**src/rtl/interrupt_control_ict_arbiter_if.sv**
```systemverilog
// interrupt_control_ict_arbiter_if: ICT write, device request and core presentation signals
interface interrupt_control_ict_arbiter_if;
  logic       iICT_REQ;
  logic [5:0] iICT_ENTRY;
  logic       iICT_CONF_MASK;
  logic       iICT_CONF_VALID;
  logic [1:0] iICT_CONF_LEVEL;
  logic       iINTERRUPT_ENABLE;
  logic       iIRQ_SET;
  logic [5:0] iIRQ_SET_NUM;
  logic       iIRQ_ACK;
  logic       oIRQ_VALID;
  logic [5:0] oIRQ_NUM;
  logic [1:0] oIRQ_LEVEL;
  logic       oPENDING_ANY;
  modport master (
    output iICT_REQ, iICT_ENTRY, iICT_CONF_MASK, iICT_CONF_VALID, iICT_CONF_LEVEL,
    output iINTERRUPT_ENABLE, iIRQ_SET, iIRQ_SET_NUM, iIRQ_ACK,
    input  oIRQ_VALID, oIRQ_NUM, oIRQ_LEVEL, oPENDING_ANY
  );
  modport slave (
    input  iICT_REQ, iICT_ENTRY, iICT_CONF_MASK, iICT_CONF_VALID, iICT_CONF_LEVEL,
    input  iINTERRUPT_ENABLE, iIRQ_SET, iIRQ_SET_NUM, iIRQ_ACK,
    output oIRQ_VALID, oIRQ_NUM, oIRQ_LEVEL, oPENDING_ANY
  );
endinterface

```
**src/rtl/interrupt_control_ict_arbiter.sv**
```systemverilog
// interrupt_control_ict_arbiter: 64-entry ICT, pending latch and priority presentation to the core
module interrupt_control_ict_arbiter (
  input logic iCLOCK,
  input logic inRESET,
  interrupt_control_ict_arbiter_if.slave bus
);
  localparam logic [0:0] IDLE    = 1'b0;
  localparam logic [0:0] PRESENT = 1'b1;
  logic [63:0]      t_valid, t_mask, pending, pending_nxt, eligible;
  logic [63:0][1:0] t_level;
  logic [0:0]       state;
  logic [5:0]       b_irq_num, win_num;
  logic [1:0]       b_irq_level, win_level;
  logic             b_irq_valid, win_any;
  assign b_irq_valid = state == PRESENT;
  assign eligible    = pending & t_valid & ~t_mask;
  // strict compare keeps the lowest index among equal levels
  always_comb begin
    win_any   = 1'b0;
    win_num   = '0;
    win_level = '0;
    for (int i = 0; i < 64; i++)
      if (eligible[i] && (!win_any || t_level[i] > win_level)) begin
        win_any   = 1'b1;
        win_num   = 6'(i);
        win_level = t_level[i];
      end
  end
  // set is applied after the ack clear so a colliding set wins
  always_comb begin
    pending_nxt = pending;
    if (b_irq_valid && bus.iIRQ_ACK) pending_nxt[b_irq_num] = 1'b0;
    if (bus.iIRQ_SET && t_valid[bus.iIRQ_SET_NUM]) pending_nxt[bus.iIRQ_SET_NUM] = 1'b1;
  end
  always_ff @(posedge iCLOCK) begin
    if (!inRESET) begin
      t_valid     <= '0;
      t_mask      <= '0;
      t_level     <= '0;
      pending     <= '0;
      state       <= IDLE;
      b_irq_num   <= '0;
      b_irq_level <= '0;
    end else begin
      if (bus.iICT_REQ) begin
        t_valid[bus.iICT_ENTRY] <= bus.iICT_CONF_VALID;
        t_mask[bus.iICT_ENTRY]  <= bus.iICT_CONF_MASK;
        t_level[bus.iICT_ENTRY] <= bus.iICT_CONF_LEVEL;
      end
      pending <= pending_nxt;
      if (state == IDLE && bus.iINTERRUPT_ENABLE && win_any) begin
        state       <= PRESENT;
        b_irq_num   <= win_num;
        b_irq_level <= win_level;
      end else if (state == PRESENT && bus.iIRQ_ACK)
        state <= IDLE;
    end
  end
  assign bus.oIRQ_VALID   = b_irq_valid;
  assign bus.oIRQ_NUM     = b_irq_num;
  assign bus.oIRQ_LEVEL   = b_irq_level;
  assign bus.oPENDING_ANY = |pending;
endmodule
```
**src/flat_wrapper.sv**
```systemverilog
// flat-port wrapper written by rule: the top's interface ports become plain ports
module interrupt_control_ict_arbiter_flat 
  (iCLOCK, inRESET, bus_iICT_REQ, bus_iICT_ENTRY, bus_iICT_CONF_MASK, bus_iICT_CONF_VALID, bus_iICT_CONF_LEVEL, bus_iINTERRUPT_ENABLE, bus_iIRQ_SET, bus_iIRQ_SET_NUM, bus_iIRQ_ACK, bus_oIRQ_VALID, bus_oIRQ_NUM, bus_oIRQ_LEVEL, bus_oPENDING_ANY);
  interrupt_control_ict_arbiter_if bus_i ();
  input logic iCLOCK;
  input logic inRESET;
  input wire logic [$bits(bus_i.iICT_REQ)-1:0] bus_iICT_REQ;
  input wire logic [$bits(bus_i.iICT_ENTRY)-1:0] bus_iICT_ENTRY;
  input wire logic [$bits(bus_i.iICT_CONF_MASK)-1:0] bus_iICT_CONF_MASK;
  input wire logic [$bits(bus_i.iICT_CONF_VALID)-1:0] bus_iICT_CONF_VALID;
  input wire logic [$bits(bus_i.iICT_CONF_LEVEL)-1:0] bus_iICT_CONF_LEVEL;
  input wire logic [$bits(bus_i.iINTERRUPT_ENABLE)-1:0] bus_iINTERRUPT_ENABLE;
  input wire logic [$bits(bus_i.iIRQ_SET)-1:0] bus_iIRQ_SET;
  input wire logic [$bits(bus_i.iIRQ_SET_NUM)-1:0] bus_iIRQ_SET_NUM;
  input wire logic [$bits(bus_i.iIRQ_ACK)-1:0] bus_iIRQ_ACK;
  output wire logic [$bits(bus_i.oIRQ_VALID)-1:0] bus_oIRQ_VALID;
  output wire logic [$bits(bus_i.oIRQ_NUM)-1:0] bus_oIRQ_NUM;
  output wire logic [$bits(bus_i.oIRQ_LEVEL)-1:0] bus_oIRQ_LEVEL;
  output wire logic [$bits(bus_i.oPENDING_ANY)-1:0] bus_oPENDING_ANY;
  assign bus_i.iICT_REQ = bus_iICT_REQ;
  assign bus_i.iICT_ENTRY = bus_iICT_ENTRY;
  assign bus_i.iICT_CONF_MASK = bus_iICT_CONF_MASK;
  assign bus_i.iICT_CONF_VALID = bus_iICT_CONF_VALID;
  assign bus_i.iICT_CONF_LEVEL = bus_iICT_CONF_LEVEL;
  assign bus_i.iINTERRUPT_ENABLE = bus_iINTERRUPT_ENABLE;
  assign bus_i.iIRQ_SET = bus_iIRQ_SET;
  assign bus_i.iIRQ_SET_NUM = bus_iIRQ_SET_NUM;
  assign bus_i.iIRQ_ACK = bus_iIRQ_ACK;
  assign bus_oIRQ_VALID = bus_i.oIRQ_VALID;
  assign bus_oIRQ_NUM = bus_i.oIRQ_NUM;
  assign bus_oIRQ_LEVEL = bus_i.oIRQ_LEVEL;
  assign bus_oPENDING_ANY = bus_i.oPENDING_ANY;
  interrupt_control_ict_arbiter u_core (.iCLOCK(iCLOCK), .inRESET(inRESET), .bus(bus_i));
endmodule
```
**config.mk**
```make
export PLATFORM = sky130hd
export DESIGN_NAME = interrupt_control_ict_arbiter_flat
export DESIGN_NICKNAME = d
export VERILOG_FILES = /design/src/rtl/interrupt_control_ict_arbiter_if.sv /design/src/rtl/interrupt_control_ict_arbiter.sv /design/src/flat_wrapper.sv
export SDC_FILE = /design/constraint.sdc
export NUM_CORES = 1
export LEC_CHECK = 0
export ABC_AREA = 1
export CAP_MARGIN = 15
export CORE_MARGIN = 8
export CORE_UTILIZATION = 40
export CTS_CLUSTER_SIZE = 16
export DETAILED_ROUTE_END_ITERATION = 16
export PLACE_DENSITY = 0.64
export SYNTH_ARGS = -nofsm -noshare
export SYNTH_HDL_FRONTEND = slang
export SYNTH_SLANG_ARGS = --single-unit
```
**constraint.sdc**
```tcl
create_clock -name iCLOCK -period 117.9 [get_ports iCLOCK]
set_input_delay 17.685 -clock iCLOCK [delete_from_list [all_inputs] [get_ports iCLOCK]]
set_output_delay 17.685 -clock iCLOCK [all_outputs]
set_load 0.1 [all_outputs]
```
After elaboration in Yosys (flattened, before gate mapping)
Cells that the tools add are included.

cells by class
  magnitude comparators = 69
  mux-type cells = 208
  bitwise operators = 7
  reductions and logical operators = 198

operators with widths
  cell                  count
  $and A64 B64 Y64      3
  $mux W6               32
  $mux W2               67
  $bwmux W128           1
  $bwmux W64            2
  $mux W64              2
  $not A64 Y64          2
  $gt A2 B2 Y1          63
  $mux W5               16
  $mux W1               71
  $logic_and A1 B1 Y1   70
  $or A64 B64 Y64       1
  $reduce_or A64 Y1     1
  $logic_not A1 Y1      63
  $logic_or A1 B1 Y1    63
  $mux W4               8
  $lt A6 B7 Y1 const B  3
  $demux W1 S6          3
  $ge A6 B1 Y1 const B  3
  $demux W2 S6          1
  $mux W3               4
  $bmux W1 S6           1
  $reduce_bool A2 Y1    1
  $not A1 Y1            1

storage, ports and cells
  register bits = 329
  output and inout bits = 10
  logic and storage cells = 552

Longest topological paths before layout
Gate-level depths: netlist of run 1.

  depth after elaboration = 257
  gate-level depth with buffers = 483
  gate-level depth less buffers = 483

Worst setup path before layout of run 1
OpenSTA, ideal clock, no wires.

  path kind = register to register
  from = reg u_core.pending[0]
  to = reg u_core.b_irq_num[4], in the netlist u_core.bus.oIRQ_NUM[4]
  data arrival time = 62.502 ns
  path slack = 55.275 ns
  stages on the path, launching flop included = 429
  cell sequence = dfxtp_1 -> nand2_1 -> nor2_1 -> inv_2 -> nor2_1 -> inv_1 -> ha_1 -> nand2_1 -> nand2_1 -> nand2_1 -> nand2_1 -> nand2_1 -> nand2_1 -> and2_1 -> ha_1 -> inv_1 -> nor2_1 -> o21ai_1 -> (+393 left out) -> nand2_1 -> ha_1 -> inv_1 -> nor2_1 -> o21ai_0 -> o21ai_0 -> nand2_1 -> nand3_2 -> and2_1 -> ha_1 -> inv_1 -> nor2_1 -> o21ai_0 -> nand2_1 -> nand2_1 -> nand3_1 -> o41ai_1 -> inv_1

on the way
  cells in the longest elaborated chain, start to end = 256
  elaborated cells between the ends (all ways) = 430
  classes of those cells = order compare: 63; mux: 175; bitwise: 2; reduce/logical: 190

RTL lines
  item                                              line                                 text
  start: declaration                                interrupt_control_ict_arbiter.sv:9   logic [63:0] t_valid, t_mask, pending, pending_nxt, eligible;
  start signal: assignment                          interrupt_control_ict_arbiter.sv:50  pending <= pending_nxt;
  $and A64 B64 Y64 * (2 in series)                  interrupt_control_ict_arbiter.sv:16  assign eligible = pending & t_valid & ~t_mask;
  $mux W2 or $mux W1 (tied branches)                interrupt_control_ict_arbiter.sv:23  if (eligible[i] && (!win_any || t_level[i] > win_level)) begin
  $gt A2 B2 Y1 or $logic_not A1 Y1 (tied branches)  interrupt_control_ict_arbiter.sv:23
  $logic_or A1 B1 Y1                                interrupt_control_ict_arbiter.sv:23
  $logic_and A1 B1 Y1                               interrupt_control_ict_arbiter.sv:23
  $mux W2 or $mux W1 (tied branches)                interrupt_control_ict_arbiter.sv:23
  $gt A2 B2 Y1 or $logic_not A1 Y1 (tied branches)  interrupt_control_ict_arbiter.sv:23
  $logic_or A1 B1 Y1                                interrupt_control_ict_arbiter.sv:23
  (+239 left out)                                   n/a
  $logic_or A1 B1 Y1                                interrupt_control_ict_arbiter.sv:23
  $logic_and A1 B1 Y1                               interrupt_control_ict_arbiter.sv:23
  $mux W2 or $mux W1 (tied branches)                interrupt_control_ict_arbiter.sv:23
  $gt A2 B2 Y1 or $logic_not A1 Y1 (tied branches)  interrupt_control_ict_arbiter.sv:23
  $logic_or A1 B1 Y1                                interrupt_control_ict_arbiter.sv:23
  $logic_and A1 B1 Y1                               interrupt_control_ict_arbiter.sv:23
  $mux W1                                           interrupt_control_ict_arbiter.sv:23
  $logic_and A1 B1 Y1                               interrupt_control_ict_arbiter.sv:51  if (state == IDLE && bus.iINTERRUPT_ENABLE && win_any) begin
  end signal: assignment                            interrupt_control_ict_arbiter.sv:53  b_irq_num <= win_num;
  end: declaration                                  interrupt_control_ict_arbiter.sv:12  logic [5:0] b_irq_num, win_num;

Mark *: on every way between the ends. The rest lies on a longest branch, timed or not.
A chain may end at the register's enable or synchronous reset.

Worst setup path after layout of run 1
  from = reg u_core.pending[0]
  to = reg u_core.b_irq_num[3], in the netlist u_core.bus.oIRQ_NUM[3]

Same word-level chain as after synthesis.

==> run metrics, run 1 <==
Post-Syn Area between 15000 and 20000 um2; post-synthesis cell type count 45; Reg clk slew, reported paths roughly 60 ps; Synth async-reset ratio 0%; vias in the first global route around 18000; most used cell, CP nand2_2; WL final just under 60000 um; CTS tree built; # clock sinks approximately 330; maximum clock frequency between 0.01 and 0.015 GHz; area grow syn2layout 11.6%; Die H approximately 240 um; DP Wirelength between 40000 and 50000 um; Cells after Synth a little under 3000; DR vias 19300; Max-slew headroom between 30% and 40%; H-tree depth 2; Net Switching ~0.057 mW; Worst EP arrival just over 70000 ps; leakage 8.76 nW; first-pass GRT wire length between 90000 and 100000 um; # hold bufs at CTS 0; post-synthesis area per instance 6.64 um2; Detail Route Antenna Nets 0; setup_tns 0 ps; share of layout cells above drive strength 1 between 10% and 20%; Remaining DRCs 0; Worst path slowest cell dfxtp_1; layout net count between 3000 and 4000; commonest non-fill, non-tap cell in the layout o21ai_0; number of synthesized flops with an enable pin 0; Logic pwr share about 4.3%; die area 55400 um2; Worst Path Max Fanout 7; Synth Flop Type dfxtp_1; 1st-iter DRT viols ~1800; Antenna Cells 0; most frequent cells in the layout o21ai_0 (445), nor2_1 (408), inv_1 (361); outcome complete, no violations; delay of the slowest critical-path stage between 400 and 500 ps; final hold violations 0; Synth Register Bits between 300 and 400; post-synthesis sequential area ratio between 30% and 40%; number of setup violations in the final report 0; Slew @ Worst Pin ~1000 ps; I/O Buffers 31; sequential share of power a little under half; Post-Syn Nets between 2000 and 3000; PostCTS Resize Cnt 0; hold slack 456 ps; IR drop worst, VDD between 0.000007 and 0.000008 V; later-pin clock latency in the skew report between 500 and 600 ps; clk buf depth 3; chip width 235 um; total gr overflow 0; RSZ-0062 raised after global routing no; wire length per cell 16.4 um; CP Class reg2reg; period utilization just over 60%; Slew Viols, Final 0; initial antenna violation count 0; Root Buffer Master clkbuf_16; Core Region 47600 um2; clk_skew 16.2 ps; CP Launch Type register; Worst Hold Class reg2reg; Yosys warnings 0; DR vias/cell between 5 and 6; Pwr Density ~12 nW/um2; # IOs 32; CTS Buf Count 38; clock power share between 50 and 60%; post-route minimum period between 70000 and 80000 ps; GRT Resource Usage Total slightly above 20%; cell row count 80; Filler cells between 4000 and 5000; Crit path required time 118260 ps; largest net degree at the start of global routing 90; RD Place Congestion roughly 0.91; Max Cap Viol 0; Crit. End Element register; number of buffers added for setup after CTS 0; sw frac between 20% and 30%; cell internal pwr 0.191 mW; initial core utilization about two fifths; drt first pass iters 5
==> stage by stage <==
stage | total power, mW | setup WS [ps] | utilization [%] | instance area, um2 | cells
2_1_floorplan | 0.121 | 55280 | - | 19300 | 2902
3_3_place_gp | 0.125 | 50310 | 42.4 | 20200 | 3487
3_5_place_dp | 0.125 | 47080 | 42.4 | 20200 | 3487
4_1_cts | 0.250 | 46830 | 45.1 | 21500 | 3554
5_1_grt | 0.255 | 38980 | 45.1 | 21500 | 3555
6_report | 0.248 | 46490 | 45.1 | 21500 | 3555
==> state kept, by name, indices dropped and copies added, names as in the netlist <==
signal,count
u_core.bus.oIRQ_LEVEL,2
u_core.bus.oIRQ_NUM,6
u_core.bus.oIRQ_VALID,1
u_core.pending,64
u_core.t_level,128
u_core.t_mask,64
u_core.t_valid,64
==> critical path: cells and delay by family, from the launching register on <==
family	cells	cell delay, ps
compound gates	116	25970
fa+ha+maj	63	18190
buf+inv	47	3050
flops	1	420
simple gates	203	23590
==> worst paths after layout <==
| path | slack [ps] | cells after the start | start | to |
|---|---|---|---|---|
| max reg2reg | 46490 | 429 | u_core.pending[0] | u_core.bus.oIRQ_NUM[3] |
| min reg2reg | 460 | 2 | u_core.t_level[1] | u_core.t_level[1] |
| min | 460 | 2 | u_core.t_level[1] | u_core.t_level[1] |
| max | 46490 | 429 | u_core.pending[0] | u_core.bus.oIRQ_NUM[3] |
==> Yosys cell counts, types with 3 or more instances <==
cell      number  area (um2)
a21boi_0       3        22.5
a21oi_1      230        1150
a221oi_1      11        96.3
a22oi_1        5        37.5
a31oi_1        6        37.5
and2_1         4        25.0
buf_1         12        45.0
clkbuf_1      65         244
clkinv_1       5        18.8
dfxtp_1      329        6590
ha_1          71         888
inv_1        361        1360
inv_2         24        90.1
inv_4          9        56.3
nand2_1      336        1260
nand2_2      165        1030
nand3_1      178         891
nand3_2       32         320
nand4_1       13        81.3
nor2_1       408        1530
nor2_2         6        37.5
nor2_8         5         100
nor3_1        71         355
nor3_4         4        65.1
nor4_1        19         119
o211ai_1       3        22.5
o21ai_0      445        2230
o21ai_1       10        50.1
o22ai_1       13        81.3
o31ai_1       18         135
or2_2         22         138
==> layer usage <==
metal | vias up | GRT usage, % | routed length (um) | share of wire [%]
met1 | 8981 | 26.7 | 26200 | 45
met3 | 104 | 3.15 | 4170 | 7.1
met5 | - | 0 | 0 | 0
li1 | 9593 | - | - | -
met2 | 638 | 33.2 | 26300 | 45
met4 | 0 | 6.39 | 1750 | 3.0
==> cell families (layout without fill, tap and decap cells) <==
kind of cell	Yosys count	after routing	synth area share, %
buffers and inverters	481	519	9.68
adders and majority gates	71	71	4.61
AOI/OAI and AO/OA	749	749	20.3
DFF	329	329	34.2
and+or+nand+nor	1272	1272	31.3
==> final cells by class <==
cell class	instances	area (um2)	share of cell area, %
Multi-Input combinational cell	2092	10800	50.5
Clock inverter	11	183	0.850
Inverter	401	1550	7.21
Sequential cell	329	6590	30.6
Clock buffer	56	1120	5.22
Tap cell	615	769	3.58
Timing Repair Buffer	51	442	2.05
==> power by group through the flow <==
stage	combinational [mW]	sequential (mW)	clock, mW
finish	0.0106	0.112	0.125
global route	0.0115	0.112	0.131
CTS	0.0104	0.112	0.127
detailed placement	0.0104	0.115	0
global placement	0.0102	0.115	0
floorplan	0.00641	0.115	0
(Power assumes the default switching activity.)
==> run 2: changes to the inputs <==
==> constraint.sdc (replaced) <==
create_clock -name iCLOCK -period 71 [get_ports iCLOCK]
set_input_delay 10.65 -clock iCLOCK [delete_from_list [all_inputs] [get_ports iCLOCK]]
set_output_delay 10.65 -clock iCLOCK [all_outputs]
set_load 0.1 [all_outputs]
==> run metrics, run 2 (same netlist as run 1, synthesis figures left out) <==
clk buf depth 3; I/O Buffers 31; initial core utilization between 40% and 50%; CP Class reg2reg; initial antenna violation count 0; Slew Viols, Final 0; 1st-iter DRT viols 1678; most used cell, CP nand2_2; total gr overflow 0; hold slack around 450 ps; WL final 58700 um; cell row count 80; Core Region roughly 48000 um2; later-pin clock latency in the skew report about 560 ps; final hold violations 0; Crit. End Element register; DR vias/cell about 5.4; Reg clk slew, reported paths about 60 ps; Root Buffer Master clkbuf_16; Slew @ Worst Pin ~1200 ps; Worst path slowest cell o41ai_1; max reg flops between 100 and 150; leakage 8.81 nW; number of setup violations in the final report 0; # hold bufs at CTS 0; Worst Hold Class reg2reg; largest register by flop count u_core.t_level; Worst EP arrival between 60000 and 70000 ps; first-pass GRT wire length around 93000 um; most frequent cells in the layout nor2_1 (408), o21ai_0 (379), inv_1 (361); Critical Path Source u_core.pending[0]; Crit path required time roughly 70000 ps; maximum clock frequency 0.0154 GHz; post-route minimum period around 65000 ps; CP Launch Type register; Cells after DPL 3486; footprint of the multi-input gates around 11000 um2; Antenna Cells 0; drt first pass iters 5; DR vias 19300; Max Cap Viol 0; GRT Resource Usage Total 20.2%; largest net degree at the start of global routing between 100 and 150; register area 6590 um2; vias in the first global route about 18000; Worst Path Max Fanout 7; setup_tns 0 ps; Remaining DRCs 0; wire length per cell between 15 and 20 um; RD Place Congestion ~0.92; share of layout cells above drive strength 1 roughly 14%; area grow syn2layout 12.3%; Filler cells between 4000 and 5000; die area ~55000 um2; commonest non-fill, non-tap cell in the layout nor2_1; Layout Cells excl Fill between 3000 and 4000; Pwr Density about 19 nW/um2; CTS tree built; # IOs 32; clk_skew roughly 24 ps; IR drop worst, VDD 0.0000158 V; fin util a little under half; Max-slew headroom between 10% and 20%; delay of the slowest critical-path stage 360 ps; # clock sinks 329; outcome complete, no violations; Detail Route Antenna Nets 0; CTS Buf Count 38; chip width between 200 and 250 um; H-tree depth 2; Final Cell Area between 20000 and 25000 um2; period utilization about nine tenths; Reg2Reg Launch Point u_core.pending[0]; Die H between 200 and 250 um; DP Wirelength 41100 um; Placed Area between 20000 and 25000 um2; hold path start u_core.t_level[1]; layout net count about 3000
==> run 2: changes by cell type in the layout (fill, tap and decap cells not counted), sizes merged <==
cell    previous run  this run
bufinv             6         4
clkinv            10        15
clkbuf            57        55
==> run 2: per-layer routing <==
metal,part of all wire [%],global-route usage [%],wire length (um)
met1,45,27.1,26600
met2,45,32.8,26400
met3,6.6,2.89,3870
met4,3.1,6.86,1800
met5,0,0,0
==> run 2: timing repair <==
item	4_1_cts	5_1_grt
pin swaps	0	1
gates resized for setup	5	106
buffers inserted	0	1
endpoints found under the setup margin	8	8
==> run 2: cell type report <==
type | instances | share of cell area [%]
clock buffer | 55 | 5.26
clock inverter | 14 | 0.682
timing repair buffer | 50 | 2.01
tap | 615 | 3.56
multi-input combinational | 2092 | 50.9
inverter | 401 | 7.16
sequential | 329 | 30.4
==> run 2: worst max-delay path, delay by kind of cell (launching register included) <==
family | cells | cell delay (ps)
simple gates | 230 | 26140
fa+ha+maj | 63 | 17480
compound gates | 116 | 17470
buf+inv | 51 | 3310
flops | 1 | 350
==> run 2: per-stage QoR <==
| stage | setup WS [ps] | power (mW) |
|---|---|---|
| 2_1_floorplan | 8380 | 0.201 |
| 3_3_place_gp | 2570 | 0.207 |
| 3_5_place_dp | -156 | 0.208 |
| 4_1_cts | 82.9 | 0.410 |
| 5_1_grt | -247 | 0.420 |
| 6_report | 6020 | 0.408 |
==> run 2: worst paths after layout <==
| check | depth (start not counted) | endpoint | slack [ps] |
|---|---|---|---|
| worst max-delay path | 460 | u_core.bus.oIRQ_NUM[4] | 6020 |
| worst min-delay path | 2 | u_core.t_level[1] | 450 |
| worst max register to register | 460 | u_core.bus.oIRQ_NUM[4] | 6020 |
| worst min register to register | 2 | u_core.t_level[1] | 450 |
==> run 2: power breakdown <==
part           switching (mW)  leakage [nW]  internal (mW)
clock                  0.0815         0.639          0.122
combinational          0.0136          5.52        0.00414
sequential           0.000557          2.65          0.186
total                  0.0956          8.81          0.312
==> run 3: changes to the inputs <==
--- a/config.mk
+++ b/config.mk
@@ -7,7 +7,7 @@
 export LEC_CHECK = 0
 export ABC_AREA = 1
 export CAP_MARGIN = 15
-export CORE_MARGIN = 8
+export CORE_ASPECT_RATIO = 0.6
 export CORE_UTILIZATION = 40
 export CTS_CLUSTER_SIZE = 16
 export DETAILED_ROUTE_END_ITERATION = 16
==> run metrics, run 3 (same netlist as run 1, synthesis figures left out) <==
CP Class reg2reg; largest register by flop count u_core.t_level; clk_skew ~21 ps; Slew @ Worst Pin approximately 1200 ps; most frequent cells in the layout nor2_1 (408), o21ai_0 (370), inv_1 (361); DR vias/cell roughly 5.6; setup slack after layout 5190 ps; Worst Path Max Fanout 7; Max Cap Viol 0; Critical Path Source u_core.pending[0]; GRT Resource Usage Total between 20 and 30%; delay of the slowest critical-path stage roughly 350 ps; Final Cell Area 21700 um2; Worst R2R Path Depth between 400 and 500; chip width ~290 um; initial antenna violation count 1; sequential share of power 46.3%; later-pin clock latency in the skew report 540 ps; Placed Area about 20000 um2; clock power share just under 50%; Logic pwr share under 10%; cell row count slightly above 60; # hold bufs at CTS 0; CP Launch Type register; die area between 40000 and 50000 um2; period utilization about 93%; Detail Route Antenna Nets 0; DP Wirelength 46900 um; Antenna Cells 0; first-pass GRT wire length 103000 um; setup_tns 0 ps; # IOs 32; area grow syn2layout 12.6%; sw frac around a quarter; cell internal pwr 0.305 mW; IR drop worst, VDD approximately 0.000013 V; CTS tree built; total gr overflow 0; Worst path slowest cell dfxtp_1; number of setup violations in the final report 0; vias in the first global route approximately 18000; Root Buffer Master clkbuf_16; CTS Buf Count 35; clk buf depth 3; Layout Cells excl Fill 3562; Reg clk slew, reported paths 70 ps; commonest non-fill, non-tap cell in the layout nor2_1; WL final 67100 um; Pwr Density approximately 19 nW/um2; Die H 172 um; DR vias 19900; fin util between 40% and 50%; Core Region 46900 um2; layout net count around 3000; I/O Buffers 31; leakage a little under 9 nW; 1st-iter DRT viols between 2000 and 2500; worst slack, placed -1480 ps; hold slack between 400 and 500 ps; drt first pass iters 6; Worst EP arrival roughly 66000 ps; Cells after DPL around 3500; post-route minimum period approximately 66000 ps; Crit. End Element register; # clock sinks 329; final total power between 0.4 and 0.5 mW; most used cell, CP nand2_2; Remaining DRCs 0; Crit path required time about 71000 ps; r2r setup slk approximately 5200 ps; Critical R2R Capture u_core.bus.oIRQ_NUM[3]; Slew Viols, Final 0; RD Place Congestion ~0.99; Reg2Reg Launch Point u_core.pending[0]; max reg flops about 130; share of layout cells above drive strength 1 between 10% and 20%; largest net degree at the start of global routing roughly 150; Net Switching ~0.097 mW; Worst Setup EP u_core.bus.oIRQ_NUM[3]; outcome complete, no violations; final hold violations 0; H-tree depth 2; maximum clock frequency ~0.015 GHz; Max-slew headroom 16.5%; initial core utilization between 40 and 50%; Worst Hold Class reg2reg; wire length per cell between 15 and 20 um
## run 3: power groups by stage
stage	clock network [mW]	logic (mW)	registers, mW
detailed placement	0	0.0182	0.190
global route	0.207	0.0202	0.186
finish	0.197	0.0191	0.186
floorplan	0	0.0106	0.190
global placement	0	0.0178	0.190
CTS	0.199	0.0182	0.186
## run 3: layout make-up
| class | instances | area (um2) |
|---|---|---|
| Clock buffer | 47 | 1010 |
| Inverter | 401 | 1550 |
| Timing Repair Buffer | 49 | 432 |
| Sequential cell | 329 | 6590 |
| Clock inverter | 14 | 181 |
| Multi-Input combinational cell | 2092 | 11100 |
| Fill cell | 4740 | 25300 |
| Tap cell | 630 | 788 |
## run 3: critical path: cells and delay by family (launching register included)
kind	cells	cell delay, ps
buffers and inverters	46	3010
DFF	1	350
adders and majority gates	63	17990
AOI/OAI and AO/OA	116	15670
and+or+nand+nor	248	28570
## run 3: layer usage
| layer | share of wire, % | vias to the layer above | global-route usage [%] |
|---|---|---|---|
| met1 | 48 | 9241 | 40.3 |
| met4 | 2.7 | 2 | 6.88 |
| met2 | 39 | 903 | 37.7 |
| met3 | 11 | 143 | 5.92 |
| met5 | 0.019 | - | 0 |
| li1 | - | 9601 | - |
## run 3: worst min path at each step
stage / start / to / slack [ps] / depth (start not counted)
global placement: u_core.t_level[1] / u_core.t_level[1] / 440 / 2
floorplan: u_core.t_level[1] / u_core.t_level[1] / 420 / 2
CTS: u_core.t_level[1] / u_core.t_level[1] / 450 / 2
global route: u_core.t_level[1] / u_core.t_level[1] / 490 / 2
detailed placement: u_core.t_level[1] / u_core.t_level[1] / 440 / 2
finish: u_core.t_level[1] / u_core.t_level[1] / 450 / 2
## run 3: timing repair
item / CTS / global route
buffers inserted: 0 / 1
endpoints found under the setup margin: 8 / 8
pin swaps: 0 / 1
resized for setup: 18 / 129
